### config.mk
export PLATFORM = sky130hd
export DESIGN_NAME = hazard_ctrl
export DESIGN_NICKNAME = d
export VERILOG_FILES = /design/src/rtl/hazard_ctrl.sv
export SDC_FILE = /design/constraint.sdc
export NUM_CORES = 1
export LEC_CHECK = 0
export ABC_AREA = 1
export ABC_CLOCK_PERIOD_IN_PS = 1700
export BUFFER_PORTS_ARGS = -buffer_cell sky130_fd_sc_hd__buf_2
export CAP_MARGIN = 30
export CORE_ASPECT_RATIO = 0.5
export CORE_MARGIN = 4
export CORE_UTILIZATION = 35
export DETAILED_ROUTE_END_ITERATION = 6
export HOLD_SLACK_MARGIN = 0.05
export PLACE_DENSITY_LB_ADDON = 0.08
export REMOVE_ABC_BUFFERS = 1
export SYNTH_ARGS = -nofsm -noshare
export SYNTH_HDL_FRONTEND = slang
export SYNTH_SLANG_ARGS = --single-unit
export TNS_END_PERCENT = 1
### constraint.sdc
create_clock -name clk -period 1.7 [get_ports clk]
set_input_delay 0 -clock clk [delete_from_list [all_inputs] [get_ports clk]]
set_output_delay 0 -clock clk [all_outputs]
set_load 0.03 [all_outputs]
### src/rtl/hazard_ctrl.sv
// rtl/hazard_ctrl.sv - load-use stall, branch flush and EX forwarding control
// Optional HAZARD_PERF_CNT_EN adds stall_cnt/flush_cnt performance counters.
module hazard_ctrl #(
    parameter int REG_AW       = 5,
    parameter int FLUSH_CYCLES = 1
) (
    input  logic              clk,
    input  logic              reset_n,
    input  logic              id_valid,
    input  logic [REG_AW-1:0] id_rs1,
    input  logic [REG_AW-1:0] id_rs2,
    input  logic              id_use_rs1,
    input  logic              id_use_rs2,
    input  logic [REG_AW-1:0] id_rd,
    input  logic              id_regwrite,
    input  logic              id_memread,
    input  logic              ex_branch_taken,
    output logic              pc_write,
    output logic              ifid_write,
    output logic              ifid_flush,
    output logic              idex_bubble,
    output logic [1:0]        fwd_a,
    output logic [1:0]        fwd_b
`ifdef HAZARD_PERF_CNT_EN
    ,
    output logic [31:0]       stall_cnt,
    output logic [31:0]       flush_cnt
`endif
);

    typedef enum logic [1:0] {RUN, LU_STALL, FLUSH} state_t;

    localparam logic [1:0] FLUSH_LOAD = 2'(FLUSH_CYCLES - 1);

    state_t            state, state_next;
    logic [1:0]        cnt, cnt_next;
    logic              load_use, lu_stall;
    logic [1:0]        fwd_a_next, fwd_b_next;

    logic              ex_valid, ex_regwrite, ex_memread;
    logic [REG_AW-1:0] ex_rd;
    logic              mem_valid, mem_regwrite;
    logic [REG_AW-1:0] mem_rd;

    // x0 is hardwired to zero, so it never takes part in a dependency
    function automatic logic dep(input logic v, input logic rw,
                                 input logic [REG_AW-1:0] rd,
                                 input logic [REG_AW-1:0] rs);
        return v && rw && (rd != '0) && (rd == rs);
    endfunction

    function automatic logic [1:0] fwd_sel(input logic [REG_AW-1:0] rs,
        input logic ev, input logic erw, input logic emr, input logic [REG_AW-1:0] erd,
        input logic mv, input logic mrw, input logic [REG_AW-1:0] mrd);
        if (dep(ev, erw, erd, rs) && !emr)
            return 2'b10;
        else if (dep(mv, mrw, mrd, rs))
            return 2'b01;
        else
            return 2'b00;
    endfunction

    assign load_use = id_valid && ex_memread &&
                      ((id_use_rs1 && dep(ex_valid, ex_regwrite, ex_rd, id_rs1)) ||
                       (id_use_rs2 && dep(ex_valid, ex_regwrite, ex_rd, id_rs2)));

    always_comb begin
        state_next  = state;
        cnt_next    = cnt;
        pc_write    = 1'b1;
        ifid_write  = 1'b1;
        ifid_flush  = 1'b0;
        idex_bubble = 1'b0;
        lu_stall    = 1'b0;
        if (ex_branch_taken) begin
            // a taken branch wins over everything, including a pending load-use
            ifid_flush  = 1'b1;
            idex_bubble = 1'b1;
            cnt_next    = FLUSH_LOAD;
            state_next  = (FLUSH_CYCLES > 1) ? FLUSH : RUN;
        end else begin
            case (state)
                FLUSH: begin
                    ifid_flush  = 1'b1;
                    idex_bubble = 1'b1;
                    cnt_next    = cnt - 2'd1;
                    state_next  = (cnt <= 2'd1) ? RUN : FLUSH;
                end
                default: begin
                    if (load_use) begin
                        pc_write    = 1'b0;
                        ifid_write  = 1'b0;
                        idex_bubble = 1'b1;
                        lu_stall    = 1'b1;
                        state_next  = LU_STALL;
                    end else begin
                        state_next  = RUN;
                    end
                end
            endcase
        end
    end

    assign fwd_a_next = fwd_sel(id_rs1, ex_valid, ex_regwrite, ex_memread, ex_rd,
                                mem_valid, mem_regwrite, mem_rd);
    assign fwd_b_next = fwd_sel(id_rs2, ex_valid, ex_regwrite, ex_memread, ex_rd,
                                mem_valid, mem_regwrite, mem_rd);

    always_ff @(posedge clk or negedge reset_n) begin
        if (!reset_n) begin
            state        <= RUN;
            cnt          <= 2'd0;
            ex_valid     <= 1'b0;
            ex_rd        <= '0;
            ex_regwrite  <= 1'b0;
            ex_memread   <= 1'b0;
            mem_valid    <= 1'b0;
            mem_rd       <= '0;
            mem_regwrite <= 1'b0;
            fwd_a        <= 2'b00;
            fwd_b        <= 2'b00;
        end else begin
            state        <= state_next;
            cnt          <= cnt_next;
            mem_valid    <= ex_valid;
            mem_rd       <= ex_rd;
            mem_regwrite <= ex_regwrite;
            if (idex_bubble || !id_valid) begin
                ex_valid    <= 1'b0;
                ex_rd       <= '0;
                ex_regwrite <= 1'b0;
                ex_memread  <= 1'b0;
            end else begin
                ex_valid    <= 1'b1;
                ex_rd       <= id_rd;
                ex_regwrite <= id_regwrite;
                ex_memread  <= id_memread;
            end
            fwd_a <= idex_bubble ? 2'b00 : fwd_a_next;
            fwd_b <= idex_bubble ? 2'b00 : fwd_b_next;
        end
    end

`ifdef HAZARD_PERF_CNT_EN
    always_ff @(posedge clk or negedge reset_n) begin
        if (!reset_n) begin
            stall_cnt <= 32'd0;
            flush_cnt <= 32'd0;
        end else begin
            if (lu_stall)
                stall_cnt <= stall_cnt + 32'd1;
            if (ifid_flush)
                flush_cnt <= flush_cnt + 32'd1;
        end
    end
`else
    logic unused_perf;
    assign unused_perf = lu_stall;
`endif

endmodule

### Yosys cells after proc, flatten, opt, wreduce, memory -nomap -nowiden

Cells that the tools add are included.
W data, S select, Z words.

* register bits after elaboration: 23
* input port bits: 23
* output and inout bits: 8
* logic and storage cells: 63

* add/sub/neg operators: 1
* $lt $le $gt $ge: 1
* equal/unequal tests: 5
* mux-type cells: 24
* reductions and logical operators: 21

Operators by type and width (count)
* $eq A5 B5 Y1: 4
* $mux W2: 9
* $logic_and A1 B1 Y1: 14
* $mux W1: 14
* $reduce_bool A5 Y1: 2
* $mux W5: 1
* $eq A2 B2 Y1 const B: 1
* $le A2 B1 Y1 const B: 1
* $logic_not A1 Y1: 2
* $logic_or A1 B1 Y1: 2
* $reduce_bool A2 Y1: 1
* $sub A2 B1 Y2 const B: 1

### Logic depth before layout (Yosys ltp)

Gate-level depths: netlist of run 1.

* depth after elaboration: 11
* gate-level depth with buffers: 11
* gate-level depth less buffers: 10

### Worst setup path before layout of run 1

OpenSTA, ideal clock, no wires.

* kind: flip-flop to output port
* from: reg state[0]
* to: out pc_write
* data arrival time: 1.437 ns
* data required time: 1.700 ns
* path slack: 0.263 ns
* cell stages (with the launch flop): 7
* path through: dfrtp_1 > nor2_1 > nor2_4 > inv_1 > nor2_4 > inv_1 > buf_4

* longest elaborated chain between the ends: 3

RTL lines
* start, declared: line 35 `state_t state, state_next;`
* start signal, assigned: line 123 `state <= state_next;`
* $eq A2 B2 Y1
* $mux W1 (2 in a row)
* end, declared: line 18 `output logic pc_write,`

No other way between the ends.

### Final worst setup path of run 1

* from: reg ex_rd[3]
* to: out ifid_write

* longest elaborated chain between the ends: 9

RTL lines
* start, declared: line 41 `logic [REG_AW-1:0] ex_rd;`
* start signal, assigned: line 135 `ex_rd <= id_rd;`
* $reduce_bool A5 Y1: line 49 `return v && rw && (rd != '0) && (rd == rs);`
* $logic_and A1 B1 Y1 (2 in a row): line 49
* $logic_and A1 B1 Y1 (on tied branches): line 64, 65
* $logic_or A1 B1 Y1 (*): line 64 `((id_use_rs1 && dep(ex_valid, ex_regwrite, ex_rd, id_rs1)) ||`
* $logic_and A1 B1 Y1 (*): line 63 `assign load_use = id_valid && ex_memread &&`
* $mux W1 (*): line 90 `if (load_use) begin`
* $mux W1 (*): line 82 `case (state)`
* $mux W1 (*): line 75 `if (ex_branch_taken) begin`
* end, declared: line 19 `output logic ifid_write,`

Every way passes the cells marked *; elsewhere a longest branch is shown, timed or not.

==> impl_metrics.yaml, run 1 <==
route:
  routed_via_density: 4.24
  wirelength_um: 2450
  ant_nets: 0
  drt_first_iter_violations: 27
  vias: 908
  drc: 0
  drt-pass1-iter-count: 4
  wl_per_cell_um: 11.4
logic_synthesis:
  syn_avg_cell_area_um2: 9.07
  synth_mux_area_share_pct: 0
  netlist_area_um2: 1170
  yosysSeqAreaShare_pct: 49.2
  netlist-cell-type-count: 22
  synth_top_family_by_area: "simple AND/OR/NAND/NOR gates"
  synth_simple_gate_area_share_pct: 29.7
  ys_warn_count: 0
  synth_top_area_cell: "dfrtp_1"
  synth_top_area_share_pct: 49.2
  synth_cells: 129
  synthTopCellsByArea: "dfrtp_1, xor2_1, inv_1"
  synthXorXnorAreaFrac_pct: 10.5
  synth-compound-area-share_pct: 0.856
  synth_fa_ha_area_share_pct: 1.07
  synth_seq_cells: 23
placement:
  port_buffers: 30
  dp.cells: 198
  globalplace.congestion: 0.760
  dp_hpwl_um: 1940
cts:
  cts_tree: "done"
  htree_num_levels: 1
  clk_pin_slew_ns: 0.09
  cts.path.max_buffers: 2
  clock_latency_ns: 0.27
  cts_root_buffer: "clkbuf_8"
  clock_sinks: 23
  cts_made_buffers: 3
finish:
  syn_to_final_growth_pct: 32.6
  post_route_cells_drive_above_1_share_pct: 35.1
  nNetsFinal: 199
  antenna_cells: 0
  final_cells: 214
sta:
  whs_ns: 0.0613
  period_share_pct: 97.6
  hold_viol: 0
  rsz0062_at_grt: "yes"
  clock_skew_ns: 0.00201
  slew_viol_final: 0
  final-setup-viol-count: 0
  fin_crit_ns: 1.66
  tightest_slew_ns: 0.517
  fmax_ghz: 0.603
  max-slew-margin-rel_pct: 65.6
setup_path:
  regToRegStartpoint: "ex_rd[3]"
  r2r_slack_ns: 0.31
  crit_path_top_delay_cell: "dfrtp_2"
  setup.worst_path.class: "register to output port"
  critPathRequiredTime_ns: 1.70
  crit_buf_inv: 3
  startpoint_type: "register"
  critPathMaxStageDelay_ns: 0.46
  endpoint_kind: "output port"
  r2r_end: "ex_rd[4]"
  crit_fanout: 4
  cp_num_cells: 11
  rr_worst_depth: 10
  critPathArrivalTime_ns: 1.66
  cp_cell_sequence: "inv_2 -> nand2_1 -> nand2_1 -> nand3_2 -> nor2_4 -> nand3_2 -> nand2_2 -> nand2_4 -> nor2_4 -> inv_2 -> buf_6"
  crit_family: "simple AND/OR/NAND/NOR gates"
min_path:
  hold_depth: 3
  min_to: "ex_rd[3]"
  worstHoldStart: "id_valid"
  hp-class: "input pin to register"
floorplanning:
  fp.dieArea_um2: 4390
  die_h_um: 48.9
  core-area_um2: 3100
  die_w_um: 89.8
  fp-row-count: 14
  start_util_pct: 37.7
  io_pins: 31
pwr:
  p_per_area_nw_per_um2: 701
  p_leak_nw: 0.839
  power.total_mw: 1.09
  ir_worst_vdd_v: 0.000363
global_routing:
  grt_pass1_vias: 883
  grt_pass1_wl_um: 4130
  grt-ovfl-total: 0
  track_usage_pct: 12.1
  grt_max_degree: 24
  antenna_found_initial: 0
run:
  drv_cap: 0
run_status:
  outcome: "finished clean"
worst min-delay path, stage by stage:
cell     delay (ns)
buf_2          0.12
nand3_4        0.15
nor2_2         0.04
how the worst max path moves through the flow:
stage | from | endpoint | slack (ns)
6_report | ex_rd[3] | ifid_write | 0.04
4_1_cts | ex_rd[3] | idex_bubble | 0.001
3_5_place_dp | ex_rd[0] | ex_rd[4] | 0.25
5_1_grt | ex_rd[0] | pc_write | -0.06
2_1_floorplan | state[0] | ifid_write | 0.33
3_3_place_gp | ex_rd[0] | pc_write | 0.27
sequential cells by signal (all words and copies together) (netlist names), 2 cells and up:
register,cells
ex_rd,5
mem_rd,5
cnt,2
fwd_a,2
fwd_b,2
state,2
area by class of cell:
| cell class | instances | area, um^2 |
|---|---|---|
| sequential | 23 | 577 |
| timing repair buffer | 42 | 282 |
| clock buffer | 3 | 41.3 |
| clock inverter | 1 | 7.51 |
| tap | 40 | 50.0 |
| fill | 329 | 1550 |
| multi-input combinational | 80 | 500 |
| inverter | 25 | 93.8 |
synthesized netlist by cell type, drive strengths merged:
| library cell | n |
|---|---|
| nor3 | 3 |
| xnor2 | 4 |
| nor4 | 2 |
| buf | 1 |
| nand4 | 3 |
| nor2 | 22 |
| nand3 | 9 |
| o21ai | 2 |
| ha | 1 |
| dfrtp | 23 |
| xor2 | 10 |
| nand2 | 24 |
| inv | 25 |
power breakdown:
group / internal (mW) / leakage [nW] / total [mW] / switching, mW
clock network: 0.166 / 0.0217 / 0.356 / 0.190
registers: 0.561 / 0.311 / 0.575 / 0.0140
logic: 0.0722 / 0.506 / 0.157 / 0.0844
total: 0.799 / 0.839 / 1.09 / 0.288
cell usage in the layout (no fill, tap or decap), drive strengths merged:
cell type    Yosys  final
nor4             2      2
nand3            9      9
nand2           24     24
nand4            3      3
buf              1     33
xnor2            4      4
clkbuf           0      3
dfrtp           23     23
clkinvlp         0      1
dlygate4sd3      0      9
nor2            22     22
ha               1      1
xor2            10     10
o21ai            2      2
inv             25     25
nor3             3      3
metrics by stage:
stage / setup TNS [ns] / utilization, % / instance area (um^2) / setup WS (ns)
2_1_floorplan: 0 / - / 1160 / 0.326
6_report: 0 / 50.0 / 1550 / 0.0407
5_1_grt: -0.130 / 50.0 / 1550 / -0.0636
3_5_place_dp: 0 / 43.9 / 1360 / 0.247
4_1_cts: 0 / 49.4 / 1530 / 0.00113
3_3_place_gp: 0 / 43.9 / 1360 / 0.266
repair_timing:
action | in CTS | in global routing
setup buffers | 2 | 1
hold endpoints to repair | 31 | 0
gates resized for setup | 7 | 5
pin swaps | 3 | 0
endpoints found under the setup margin | 3 | 3
hold buffers | 9 | 0
per-layer routing:
metal / part of all wire [%] / global-route usage, %
met5: 0 / 0
met2: 42 / 17.7
met4: 1.9 / 5.34
met3: 5.2 / 4.16
met1: 50 / 16.3
kinds of logic after synthesis:
logic type,Yosys count
XOR/XNOR,14
adder cells (fa/ha/maj),1
AND/OR/NAND/NOR,63
buffers and inverters,26
AO/OA/AOI/OAI,2
flip-flops,23
No activity file was read; power rests on OpenSTA's default activity.
==> run 2: changes to the inputs <==
CORE_ASPECT_RATIO = unset   (was 0.5)
CORE_UTILIZATION = 49   (was 35)
==> run 2 against run 1 <==
- critical path depth unchanged
- final cell count down 6.1%
- maximum frequency down 0.43%
- register-to-register slack worse by 0.12 ns
- setup slack worse by 0.0071 ns
- combinational power down 3%
- sequential share of layout area up 1.2 points
- hold slack better by 0.021 ns
- core utilization up 18 points
- power down 11%
- clock skew up 0.0029 ns
- wire length down 6.8%
==> impl_metrics.yaml, run 2 (synthesis gave the netlist of run 1 again) <==
run_status:
  outcome: "finished clean"
cts:
  clock_sinks: 23
  cts_root_buffer: "clkbuf_4"
  cts.path.max_buffers: 2
  htree_num_levels: 1
  cts_made_buffers: 3
  clk_pin_slew_ns: 0.12
  cts_tree: "done"
  clock_latency_ns: 0.30
finish:
  reg_top3: "ex_rd (5), mem_rd (5)"
  final_common_cell: "buf_2"
  final_cell_mix: "buf_2, inv_1, dfrtp_1"
  post_route_cells_drive_above_1_share_pct: 35.8
  postLayoutCoreUtil_pct: 67.6
  antenna_cells: 0
  final_cells: 201
  nNetsFinal: 198
  syn_to_final_growth_pct: 29.1
route:
  drc: 0
  drt_first_iter_violations: 11
  met2WireLength_um: 1210
  wl_per_cell_um: 11.4
  wirelength_um: 2280
  top_layer: "met4"
  vias: 898
  routed_via_density: 4.47
  ant_nets: 0
  drt-pass1-iter-count: 4
  wl_met1_um: 950
  wl_met3_um: 104
global_routing:
  grt_pass1_vias: 908
  grt-ovfl-total: 0
  antenna_found_initial: 0
  grt_max_degree: 24
  track_usage_pct: 15.5
  grt_pass1_wl_um: 3900
sta:
  hold_viol: 0
  slew_viol_final: 0
  fin_crit_ns: 1.67
  rsz0062_at_grt: "yes"
  fmax_ghz: 0.600
  period_share_pct: 98.0
  finalSetupTns_ns: 0
  max-slew-margin-rel_pct: 66.3
  clock_skew_ns: 0.00495
  final-setup-viol-count: 0
  tightest_slew_ns: 0.505
  whs_ns: 0.0827
pwr:
  swShare_pct: 25.5
  p_per_area_nw_per_um2: 643
  p_sw_uw: 247
  pwr-share-clk_pct: 24.9
  p_leak_nw: 0.820
  p_seq_share_pct: 59.2
  comb_power_share_pct: 15.8
  p_int_uw: 723
  ir_worst_vdd_v: 0.000531
setup_path:
  setup.worst_path.class: "register to output port"
  endpoint_kind: "output port"
  critPathArrivalTime_ns: 1.67
  critPathMaxStageDelay_ns: 0.46
  crit_fanout: 5
  crit_path_top_delay_cell: "dfrtp_2"
  cp_cell_sequence: "inv_2 -> nand2_1 -> nand2_1 -> nand3_2 -> nor2_4 -> nand3_2 -> nand2_2 -> nand2_4 -> nor2_4 -> inv_2 -> buf_6"
  critPathRequiredTime_ns: 1.70
  startpoint_type: "register"
placement:
  dp_hpwl_um: 1720
  dp.cells: 186
  globalplace.congestion: 0.890
  port_buffers: 30
floorplanning:
  fp-row-count: 17
  start_util_pct: 52.4
  core-area_um2: 2230
  die_h_um: 56.9
  fp.dieArea_um2: 3230
  die_w_um: 56.9
  io_pins: 31
min_path:
  hp-class: "input pin to register"
run:
  drv_cap: 0
## run 2: cell count changes in the layout (fill, tap and decap cells not counted), moves of 2 or more
cell	change
clkbuf_4	+3
dfrtp_1	-2
clkbuf_8	-3
dfrtp_2	+2
## run 2: power groups by stage
stage          Clock [mW]  Combinational [mW]  Sequential, mW
6_report            0.242               0.153           0.575
2_1_floorplan           0              0.0759           0.582
4_1_cts             0.260               0.154           0.574
5_1_grt             0.279               0.172           0.577
3_3_place_gp            0               0.132           0.584
3_5_place_dp            0               0.134           0.585
## run 2: critical path, delay by kind of cell (launching register included)
kind | cells | cell delay, ns
DFF | 1 | 0.46
and+or+nand+nor | 8 | 0.64
buffers and inverters | 3 | 0.25
## run 2: path summary, 6_finish.rpt
path                                  start            to  slack [ns]  depth (start not counted)
worst max-delay path               ex_rd[1]    ifid_write        0.03                         11
worst min-delay path              id_rs1[4]      fwd_a[0]        0.08                          6
worst max register to register     ex_rd[2]      ex_rd[2]        0.19                         10
worst min register to register  ex_regwrite  mem_regwrite        0.39                          0
max in group asynchronous           reset_n      ex_rd[2]        1.15                          2
min in group asynchronous           reset_n     mem_rd[2]        0.18                          2
## run 2: cell type report
type	instances	area, um^2
well taps	28	35.0
flip-flops and latches	23	579
repair buffers	41	273
multi-input cells	80	503
fillers	186	723
inverters	25	93.8
clock buffers	4	26.3
## run 2: repair_timing
| item | CTS | global route |
|---|---|---|
| hold buffers | 10 | 0 |
| setup endpoints to repair | 3 | 3 |
| pin swaps | 4 | 2 |
| setup buffers | 1 | 0 |
| endpoints found under the hold margin | 38 | 0 |
| gates resized for setup | 9 | 5 |
## run 2: per-stage QoR
step / area [um^2] / total power, mW / worst slack (ns)
finish: 1510 / 0.971 / 0.0336
global route: 1510 / 1.03 / -0.107
CTS: 1500 / 0.988 / -0.00940
detailed placement: 1350 / 0.719 / 0.292
global placement: 1350 / 0.716 / 0.333
floorplan: 1160 / 0.658 / 0.326
## run 2: metal layers
metal	global-route usage [%]	vias to the layer above
met5	0	-
met4	4.97	0
met3	3.45	2
met2	27.6	20
met1	18.4	401
li1	-	475
